$ cat src/rtl/timer_counter.sv
// Down-counting bus timer: CTRL/PRESET/COUNT register file with a one-shot or
// periodic interrupt. Synchronous active-low reset, all state on posedge clk.
//
//  state | meaning
//  ------+----------------------------------------------------------
//  IDLE  | waiting for CTRL.Enable
//  LOAD  | COUNT <= PRESET
//  CNT   | decrement COUNT each cycle until it reaches 0
//  INT   | terminal count: raise irq_flag, then reload or stop
module timer_counter (
    input  logic        clk,
    input  logic        reset,
    input  logic [1:0]  addr,
    input  logic        we,
    input  logic [31:0] wdata,
    output logic [31:0] rdata,
    output logic        irq
);

    localparam logic [1:0] ST_IDLE = 2'd0;
    localparam logic [1:0] ST_LOAD = 2'd1;
    localparam logic [1:0] ST_CNT  = 2'd2;
    localparam logic [1:0] ST_INT  = 2'd3;

    localparam logic [1:0] A_CTRL   = 2'd0;
    localparam logic [1:0] A_PRESET = 2'd1;
    localparam logic [1:0] A_COUNT  = 2'd2;

    localparam logic [1:0] MODE_PERIODIC = 2'd1;

    logic [1:0]  state;
    logic [3:0]  ctrl;
    logic [31:0] preset;
    logic [31:0] count;
    logic        irq_flag;

    logic        ctrl_en;
    logic [1:0]  ctrl_mode;
    logic        ctrl_im;
    logic        wr_ctrl;
    logic        wr_preset;

    assign ctrl_en   = ctrl[0];
    assign ctrl_mode = ctrl[2:1];
    assign ctrl_im   = ctrl[3];

    assign wr_ctrl   = we && (addr == A_CTRL);
    assign wr_preset = we && (addr == A_PRESET);

    always_comb begin
        rdata = 32'd0;
        case (addr)
            A_CTRL:   rdata = {28'd0, ctrl};
            A_PRESET: rdata = preset;
            A_COUNT:  rdata = count;
            default:  rdata = 32'd0;
        endcase
    end

    assign irq = ctrl_im & irq_flag;

    // CPU writes are applied after the FSM updates so that a CTRL write on the
    // same edge as the hardware Enable clear takes precedence.
    always_ff @(posedge clk) begin
        if (!reset) begin
            state    <= ST_IDLE;
            ctrl     <= 4'd0;
            preset   <= 32'd0;
            count    <= 32'd0;
            irq_flag <= 1'b0;
        end else begin
            case (state)
                ST_IDLE: begin
                    if (ctrl_en) begin
                        state <= ST_LOAD;
                    end
                end
                ST_LOAD: begin
                    count <= preset;
                    state <= ST_CNT;
                end
                ST_CNT: begin
                    if (!ctrl_en) begin
                        state <= ST_IDLE;
                    end else if (count <= 32'd1) begin
                        count    <= 32'd0;
                        irq_flag <= 1'b1;
                        state    <= ST_INT;
                    end else begin
                        count <= count - 32'd1;
                    end
                end
                ST_INT: begin
                    if (ctrl_mode == MODE_PERIODIC) begin
                        irq_flag <= 1'b0;
                        state    <= ST_LOAD;
                    end else begin
                        ctrl[0] <= 1'b0;
                        state   <= ST_IDLE;
                    end
                end
                default: state <= ST_IDLE;
            endcase

            if (wr_ctrl) begin
                ctrl     <= wdata[3:0];
                irq_flag <= 1'b0;
            end
            if (wr_preset) begin
                preset <= wdata;
            end
        end
    end

endmodule

$ cat config.mk
export PLATFORM = sky130hd
export DESIGN_NAME = timer_counter
export DESIGN_NICKNAME = d
export VERILOG_FILES = /design/src/rtl/timer_counter.sv
export SDC_FILE = /design/constraint.sdc
export NUM_CORES = 1
export LEC_CHECK = 0
export ABC_AREA = 1
export CAP_MARGIN = 10
export CORE_ASPECT_RATIO = 0.6
export CORE_MARGIN = 4
export CORE_UTILIZATION = 45
export DETAILED_ROUTE_END_ITERATION = 10
export HOLD_SLACK_MARGIN = 0.15
export PLACE_DENSITY = 0.69
export SLEW_MARGIN = 20
export SYNTH_ARGS = -nofsm -noshare
export SYNTH_HDL_FRONTEND = slang
export SYNTH_SLANG_ARGS = --single-unit
export TNS_END_PERCENT = 30
$ cat constraint.sdc
create_clock -name clk -period 2 [get_ports clk]
set_input_delay 0.4 -clock clk [delete_from_list [all_inputs] [get_ports clk]]
set_output_delay 0.4 -clock clk [all_outputs]
set_load 0.02 [all_outputs]
# [After elaboration in Yosys (flattened, before gate mapping)]
# Cells that the tools add are included.
[totals] ff_bits=71 out_inout_bits=33
[classes] eq_ne=12 order_cmp=1 muxes=16 n_bitwise=2 reduce_logical=12 n_addsub=1
[ops] operator="32-bit case mux with 3 select lines" n=1
[ops] operator="32-bit 2-to-1 mux" n=2
[ops] operator="32-bit case mux with 2 select lines" n=1
[ops] operator="32-bit by 1-bit less-or-equal comparator with 1-bit output (second input constant)" n=1
[ops] operator="32-bit by 1-bit subtractor with 32-bit output (second input constant)" n=1
[ops] operator="2-bit inequality test (second input constant)" n=5
[ops] operator="2-bit case mux with 4 select lines" n=1
[ops] operator="1-bit 2-to-1 mux" n=7
[ops] operator="2-bit by 1-bit == test with 1-bit output (second input constant)" n=3
[ops] operator="2-bit == test (second input constant)" n=3
[ops] operator="2-bit 2-to-1 mux" n=3
[ops] operator="2-bit AND reduction" n=3
[ops] operator="2-bit nonzero test" n=3
[ops] operator="2-bit zero test" n=2
[ops] operator="4-bit AND reduction" n=1
[ops] operator="3-bit inequality test (second input constant)" n=1
[ops] operator="1-bit logical AND" n=2
[ops] operator="1-bit case mux with 2 select lines" n=1
[ops] operator="2-bit OR reduction" n=1
[ops] operator="1-bit AND" n=1
[ops] operator="1-bit NOT" n=1

# [Depth between registers and ports, before layout]
# Gate-level depths: netlist of run 1.
[logic_depth] word_depth=4 depth_mapped=12 ltp_nobuf=12

# [Worst setup path after synthesis of run 1]
# No wires, ideal clock.
[synth_timing] kind="in2out" startpoint="in addr[0]" endpoint="out rdata[10]" setup_slack_ns=0.068 n_path_buf=2 t_arrival_ns=1.532 cell_stages=6 path_cell_list="inv_1 nor2_1 inv_1 clkbuf_1 clkbuf_1 o22ai_1"
[synth_via] elab_chain_cells=2 elab_cells_between_ends=4
[synth_rtl] item="from (decl)" line_no="13" rtl="input logic [1:0] addr,"
[synth_rtl] item="2-bit == test (tied with other cells)" line_no="52" rtl="case (addr)"
[synth_rtl] item="32-bit case mux with 3 select lines *" line_no="52"
[synth_rtl] item="to (decl)" line_no="16" rtl="output logic [31:0] rdata,"
# Mark *: on every way between the ends. The rest lies on a longest branch, timed or not.

# [Final worst setup path of run 1]
[layout_timing] startpoint="reg count[0]" endpoint="reg count[26]"
[layout_via] elab_chain_cells=4 elab_cells_between_ends=5
[layout_rtl] item="from (decl)" line_no="34" rtl="logic [31:0] count;"
[layout_rtl] item="from (signal assigned)" line_no="79" rtl="count <= preset;"
[layout_rtl] item="from (signal assigned)" line_no="90" rtl="count <= count - 32'd1;"
[layout_rtl] item="32-bit by 1-bit subtractor with 32-bit output / 32-bit by 1-bit less-or-equal comparator with 1-bit output (equally long branches)" line_no="90, 85"
[layout_rtl] item="32-bit 2-to-1 mux *" line_no="85" rtl="end else if (count <= 32'd1) begin"
[layout_rtl] item="32-bit 2-to-1 mux *" line_no="83" rtl="if (!ctrl_en) begin"
[layout_rtl] item="32-bit case mux with 2 select lines *" line_no="72" rtl="case (state)"
# Mark *: on every way between the ends. The rest lies on a longest branch, timed or not. The select of a mux whose other input is x is not followed.
# A chain may end at the register's enable or synchronous reset.

==> results of run 1 <==
## layout by cell type (no fill, tap or decap), types with 2 or more instances in the layout
cell,instances
a31oi_2,3
nand3_1,29
inv_6,2
o21ai_1,17
o221ai_2,2
o221ai_1,2
clkdlybuf4s50_1,34
nor3_1,4
nand4_1,5
o22ai_1,3
buf_12,3
clkbuf_16,10
a21oi_1,62
xor2_1,14
clkbuf_1,2
o22ai_2,23
o21ai_0,71
inv_1,85
inv_2,3
dfxtp_1,71
buf_6,9
dlymetal6s2s_1,2
buf_4,32
nor2_8,3
nand2_1,102
nor2_4,8
nand2_2,3
nor2_2,5
ha_1,2
clkinv_2,3
nor2_1,58
nand2_4,2
o22ai_4,2
a31oi_1,5
## timing repair
| item | 4_1_cts | 5_1_grt |
|---|---|---|
| endpoints found under the setup margin | 32 | 46 |
| cloned | 0 | 2 |
| pin swaps | 1 | 2 |
| gates resized for setup | 177 | 41 |
## worst max-delay path: cells and delay by family, from the launching register on
family / cells / cell delay (ps)
buffers and inverters: 1 / 170
AO/OA/AOI/OAI: 1 / 180
adder cells (fa/ha/maj): 1 / 260
flip-flops: 1 / 320
AND/OR/NAND/NOR: 6 / 850
## path summary, 6_finish.rpt
| check | slack (ps) | startpoint | cells past startpoint | end |
|---|---|---|---|---|
| setup / recovery | 100 | count[0] | 9 | count[26] |
| hold / removal | 480 | reset | 3 | count[20] |
| setup reg to reg | 100 | count[0] | 9 | count[26] |
| hold reg to reg | 490 | preset[1] | 2 | preset[1] |
## state kept, by name (all words and copies together), names as in the netlist
name / flops
ctrl: 4
state: 2
preset: 32
count: 32
irq_flag: 1
## stage by stage
step	setup WS [ps]	power (mW)	hold slack, ps	utilization [%]
2_1_floorplan	68.2	2.81	439	-
3_3_place_gp	-527	3.22	456	56.5
3_5_place_dp	-562	3.26	461	56.5
4_1_cts	-47.2	4.85	456	59.8
5_1_grt	-11.1	5.19	466	62.4
6_report	104	4.94	476	62.4
## power by group
group / internal (mW) / switching, mW
Clock: 0.993 / 0.611
Combinational: 0.604 / 1.10
Sequential: 1.52 / 0.112
Total: 3.12 / 1.83
## logic make-up after synthesis
kind of cell | synth area share, %
flip-flops | 34.2
AND/OR/NAND/NOR | 24.7
XOR/XNOR | 2.95
buffers and inverters | 12.2
AO/OA/AOI/OAI | 25.2
adder cells (fa/ha/maj) | 0.603
## per-layer routing
metal | vias to the layer above | wire length [um] | track usage, %
li1 | 2190 | - | -
met1 | 2089 | 6510 | 34.5
met2 | 192 | 5480 | 35.4
met3 | 20 | 1020 | 5.63
met4 | 0 | 182 | 7.34
met5 | - | 0 | 0
## cell type report
type / instances / area (sq um) / area share [%]
clock buffer: 12 / 246 / 4.52
clock inverter: 4 / 45.0 / 0.825
inverter: 93 / 372 / 6.81
multi-input combinational: 430 / 2420 / 44.4
sequential: 71 / 1420 / 26.0
tap: 112 / 140 / 2.57
timing repair buffer: 83 / 812 / 14.9
==> summary.md, run 1 <==
| Metric | Value |
|---|---|
| Row count | `26` |
| Startpoint types | `flop` |
| Status | `completed` |
| Syn. warnings | `0` |
| Synth area leader | `dfxtp_1` |
| Final Hold Vio Count | `0` |
| DP Area | `4950 sq um` |
| GRT Overall Usage | `23.9%` |
| Sequential share of the synthesized area | `34.2%` |
| Worst-skew pair later-pin latency | `340 ps` |
| Setup violators final | `0` |
| Maximum VDD drop | `0.501 mV` |
| Final routed DRC violation total | `0` |
| Post-Syn Nets | `661` |
| Final period utilization | `94.8%` |
| Crit-path slowest cell | `dfxtp_1` |
| Crit path cell chain | `inv_1 > ha_1 > nand2_1 > nor2_2 > nand2_1 > nor2_2 > nand3_1 > a31oi_2 > nor2_1` |
| Netlist Area Pre-Place | `4150 sq um` |
| Wire per inst | `16.4 um` |
| Max Cap Viol | `0` |
| Synth top area cells | `dfxtp_1 34%, nand2_1 9.4%, o21ai_0 8.6%` |
| Placed insts | `787` |
| Post-Syn Instances | `622` |
| Clk buf depth | `2` |
| Antenna diode count | `0` |
| Finished layout cell area | `5460 sq um` |
| Slew HR | `68.4%` |
| Cell variety after synth | `35` |
| Worst-path fanout max | `5` |
| Slew at the pin with the worst max-slew slack | `473 ps` |
| Area Overhead vs Synth | `31.5%` |
| Detail Placement HPWL | `8760 um` |
| Clock root buffer | `clkbuf_16` |
| Post-cts hold buffer count | `0` |
| NumNets Final | `727` |
| Setup TNS | `0 ps` |
| RSZ-0062 raised after global routing | `yes` |
| Filler instances | `805` |
| Die Span Y | `82.4 um` |
| Number of buffers created by CTS | `9` |
| Clock slew at reported path FFs | `50 ps` |
| PwrDens | `906 nW/um^2` |
| GRT overflow | `0` |
| Post-CTS setup repair buffer count | `0` |
| Critical Path AT | `2130 ps` |
| Vias in the first global route | `4163` |
| Fin cells | `805` |
| CTS tree | `done` |
| First drt pass iteration count | `5` |
| Initial DRC Count | `521` |
| Final Max Slew Viols | `0` |
| Sinks on the clock net | `71` |
| Post-DR vias/cell | `5.58` |
| Post-route minimum period | `1900 ps` |
| Depth of the CTS H-tree | `3` |
| Critical path class | `flop to flop` |
| Largest net degree at the start of global routing | `63` |
| Share of layout cells above drive strength 1 | `17.5%` |
| Peak Freq | `527 MHz` |
| Worst path required time | `2230 ps` |
| Synth Flop Type | `dfxtp_1` |
| Gpl congestion | `0.917` |
| First-pass GRT wire length | `20800 um` |
| IO Port Bufs | `69` |
| Vias | `4491` |
| Count leader, synth | `nand2_1` |
| Asr flop ratio synth | `0%` |
| Total wire length | `13200 um` |
| Die ar. | `10900 sq um` |
| Max Clock Skew | `5.52 ps` |
| Ports | `70` |
| Leak | `2.27 nW` |
| Core area | `8750 sq um` |
| Synth Area per Inst | `6.67 sq um` |
| Die width | `132 um` |
| Hold WC Path Type | `input pin to flop` |
| Number of synthesized flops with an enable pin | `0` |
| Initial Util | `47.4%` |
| Synth top area share | `34.2%` |
| Initial antenna violation count | `0` |
| #FFs+latches synth | `71` |
| Worst path max stage delay | `320 ps` |
| Post-DRT Antenna Nets | `0` |
| Critical path capture point type | `flop` |
| Post-synth top cells | `104 x nand2_1, 87 x inv_1, 71 x dfxtp_1, 71 x o21ai_0, 62 x a21oi_1` |
(Power assumes the default switching activity.)
==> run 2, diff against run 1 <==
--- a/config.mk
+++ b/config.mk
@@ -13,6 +13,7 @@
 export DETAILED_ROUTE_END_ITERATION = 10
 export HOLD_SLACK_MARGIN = 0.15
 export PLACE_DENSITY = 0.69
+export SKIP_LAST_GASP = 1
 export SLEW_MARGIN = 20
 export SYNTH_ARGS = -nofsm -noshare
 export SYNTH_HDL_FRONTEND = slang
==> constraint.sdc (replaced) <==
create_clock -name clk -period 2.36 [get_ports clk]
set_input_delay 0.472 -clock clk [delete_from_list [all_inputs] [get_ports clk]]
set_output_delay 0.472 -clock clk [all_outputs]
set_load 0.02 [all_outputs]
==> run 2 against run 1 <==
Net effect: the flow now finishes with violations (setup timing); non-clock buffer count decreased by 3; clock-buffer cell count increased by 1; sequential power decreased by 15%; hold slack got worse by 6.6 ps; first-iteration DRC count decreased by 12%; global-route usage increased by 0.097 points; utilization decreased by 3.1 points; critical path depth decreased by 2; wire length decreased by 5.2%; combinational power decreased by 20%; clock skew decreased by 2.4 ps; sequential share of layout area increased by 1.3 points; critical path type is now input pin to primary output; critical endpoint is now rdata[16]; largest power group is now the clock network.
==> summary.md, run 2 (synthesized netlist as in run 1, its figures left out) <==
| Metric | Value |
|---|---|
| Critical Path AT | `1940 ps (-190 ps)` |
| Initial Util | `47.4% (unchanged)` |
| Clk buf depth | `2 (unchanged)` |
| Worst-path fanout max | `20 (+15)` |
| Critical path capture point type | `primary output` |
| Critical path class | `input pin to primary output` |
| Number of buffers created by CTS | `9 (unchanged)` |
| GRT Overall Usage | `24.0% (+0.097 points)` |
| Initial DRC Count | `456 (-12%)` |
| First drt pass iteration count | `5 (unchanged)` |
| Clock root buffer | `clkbuf_16` |
| Most frequent cells in the layout | `103 x nand2_1, 86 x inv_1, 71 x o21ai_0, 71 x dfxtp_1, 62 x a21oi_1` |
| Met2 Use GR | `37.2% (+1.8 points)` |
| Final routed DRC violation total | `0 (unchanged)` |
| Largest net degree at the start of global routing | `46 (-27%)` |
| Ports | `70 (unchanged)` |
| Slew HR | `69.7% (+1.2 points)` |
| Row count | `26 (unchanged)` |
| Post-DRT Antenna Nets | `0 (unchanged)` |
| Status | `complete, but fails checks` |
| Post-CTS setup repair buffer count | `0 (unchanged)` |
| Max Clock Skew | `3.14 ps (-2.39 ps)` |
| Die Span Y | `82.4 um (unchanged)` |
| Placement Setup Slack | `-380 ps (+182 ps)` |
| Die width | `132 um (unchanged)` |
| NumNets Final | `724 (-0.41%)` |
| Wire per inst | `15.6 um (-4.9%)` |
| Most Crowded Layer GR | `met2` |
| Hold path startpoint | `preset[7]` |
| Failing checks | `setup timing` |
| First-pass GRT wire length | `21100 um (+1.3%)` |
| Hold path depth | `2 (-1)` |
| Leading cell type in the layout, fill and taps excluded | `nand2_1` |
| RSZ-0062 raised after global routing | `yes` |
| Final WS setup | `-55.4 ps (-159 ps)` |
| Detail Placement HPWL | `8910 um (+1.8%)` |
| Startpoint types | `input pin` |
| Hold WC Path Type | `flop to flop` |
| Leak | `2.28 nW (+0.18%)` |
| Post-route minimum period | `2420 ps` |
| Worst Hold End | `preset[7]` |
| GRT overflow | `0 (unchanged)` |
| Final Max Slew Viols | `0 (unchanged)` |
| DP Area | `4930 sq um (-0.40%)` |
| Max Cap Viol | `0 (unchanged)` |
| Multi-input logic area | `2230 sq um (-8.0%)` |
| Biggest regs | `count (32), preset (32), ctrl (4)` |
| Post-DR vias/cell | `5.44 (-2.5%)` |
| Met3 usage | `5.51% (-0.12 points)` |
| Total wire length | `12500 um (-5.2%)` |
| Fin cells | `802 (-0.37%)` |
| Reg2Reg Depth | `9 (unchanged)` |
| FF+latch area | `1420 sq um (unchanged)` |
| R2R Path End | `count[28]` |
| Setup TNS | `-579 ps (-579 ps)` |
| Antenna diode count | `0 (unchanged)` |
| Total power | `4.15 mW (-16%)` |
| Initial antenna violation count | `0 (unchanged)` |
| Final Hold Vio Count | `0 (unchanged)` |
| Worst path required time | `1890 ps (-340 ps)` |
| Final period utilization | `102%` |
| Placed insts | `786 (-0.13%)` |
| Setup violators final | `15 (+15)` |
| IO Port Bufs | `69 (unchanged)` |
| Peak Freq | `414 MHz` |
| M1 GR Usage | `34.2% (-0.30 points)` |
| Maximum VDD drop | `0.493 mV (-1.6%)` |
| Reg-to-reg startpoint | `count[0]` |
| Die ar. | `10900 sq um (unchanged)` |
| Gpl congestion | `0.917 (about the same)` |
| Slew at the pin with the worst max-slew slack | `454 ps (-18.7 ps)` |
| Share of layout cells above drive strength 1 | `10.3% (-7.2 points)` |
| CTS tree | `done` |
| Sinks on the clock net | `71 (unchanged)` |
| Core area | `8750 sq um (unchanged)` |
| R2r setup slk | `360 ps (+260 ps)` |
| Worst-skew pair later-pin latency | `330 ps (about the same)` |
| Depth of the CTS H-tree | `3 (unchanged)` |
| PwrDens | `799 nW/um^2 (-12%)` |
| Filler instances | `829 (+3.0%)` |
| Vias | `4364 (-2.8%)` |
| Area Overhead vs Synth | `25.1%` |
| Finished layout cell area | `5190 sq um (-4.9%)` |
| Vias in the first global route | `4159 (-0.096%)` |
| Clock slew at reported path FFs | `50 ps (about the same)` |
[run 2: critical path, stage by stage]
cell and delay, ps:
clkdlybuf4s50_1 490, inv_1 60, nor2_1 180, inv_2 100, buf_12 170, o22ai_1 110, dlygate4sd2_1 350
[run 2: worst max path at each step]
stage	start	endpoint	slack, ps	cells after the start
6_report	addr[0]	rdata[16]	-60	7
5_1_grt	addr[0]	rdata[31]	-140	7
4_1_cts	addr[0]	rdata[1]	-220	7
3_5_place_dp	addr[0]	rdata[26]	-380	7
3_3_place_gp	addr[0]	rdata[21]	-330	7
2_1_floorplan	addr[0]	rdata[10]	280	6
[run 2: cell type report]
type                            instances  share of cell area, %
Sequential cell                        71                   27.4
Tap cell                              112                   2.70
Multi-Input combinational cell        430                   43.0
Inverter                               93                   6.97
Timing Repair Buffer                   80                   14.0
Clock buffer                           13                   5.21
Clock inverter                          3                  0.771
[run 2: repair_timing]
action	in CTS	in global routing
hold buffers	0	0
pin swaps	0	0
setup endpoints to repair	32	27
gates resized for setup	50	19
[run 2: metal layers]
metal	wire length [um]	vias up
met5	0	-
met4	66	0
met3	937	7
met2	5170	161
met1	6340	2014
li1	-	2182
[run 2: report_power, final]
| group | total, mW | internal (mW) | switching, mW |
|---|---|---|---|
| clock network | 1.40 | 0.901 | 0.498 |
| logic | 1.36 | 0.465 | 0.896 |
| registers | 1.39 | 1.29 | 0.0969 |
[run 2: through the flow]
stage	hold slack, ps	utilization (%)
2_1_floorplan	439	-
4_1_cts	472	59.3
6_report	470	59.3
5_1_grt	490	59.3
3_5_place_dp	464	56.3
3_3_place_gp	459	56.3
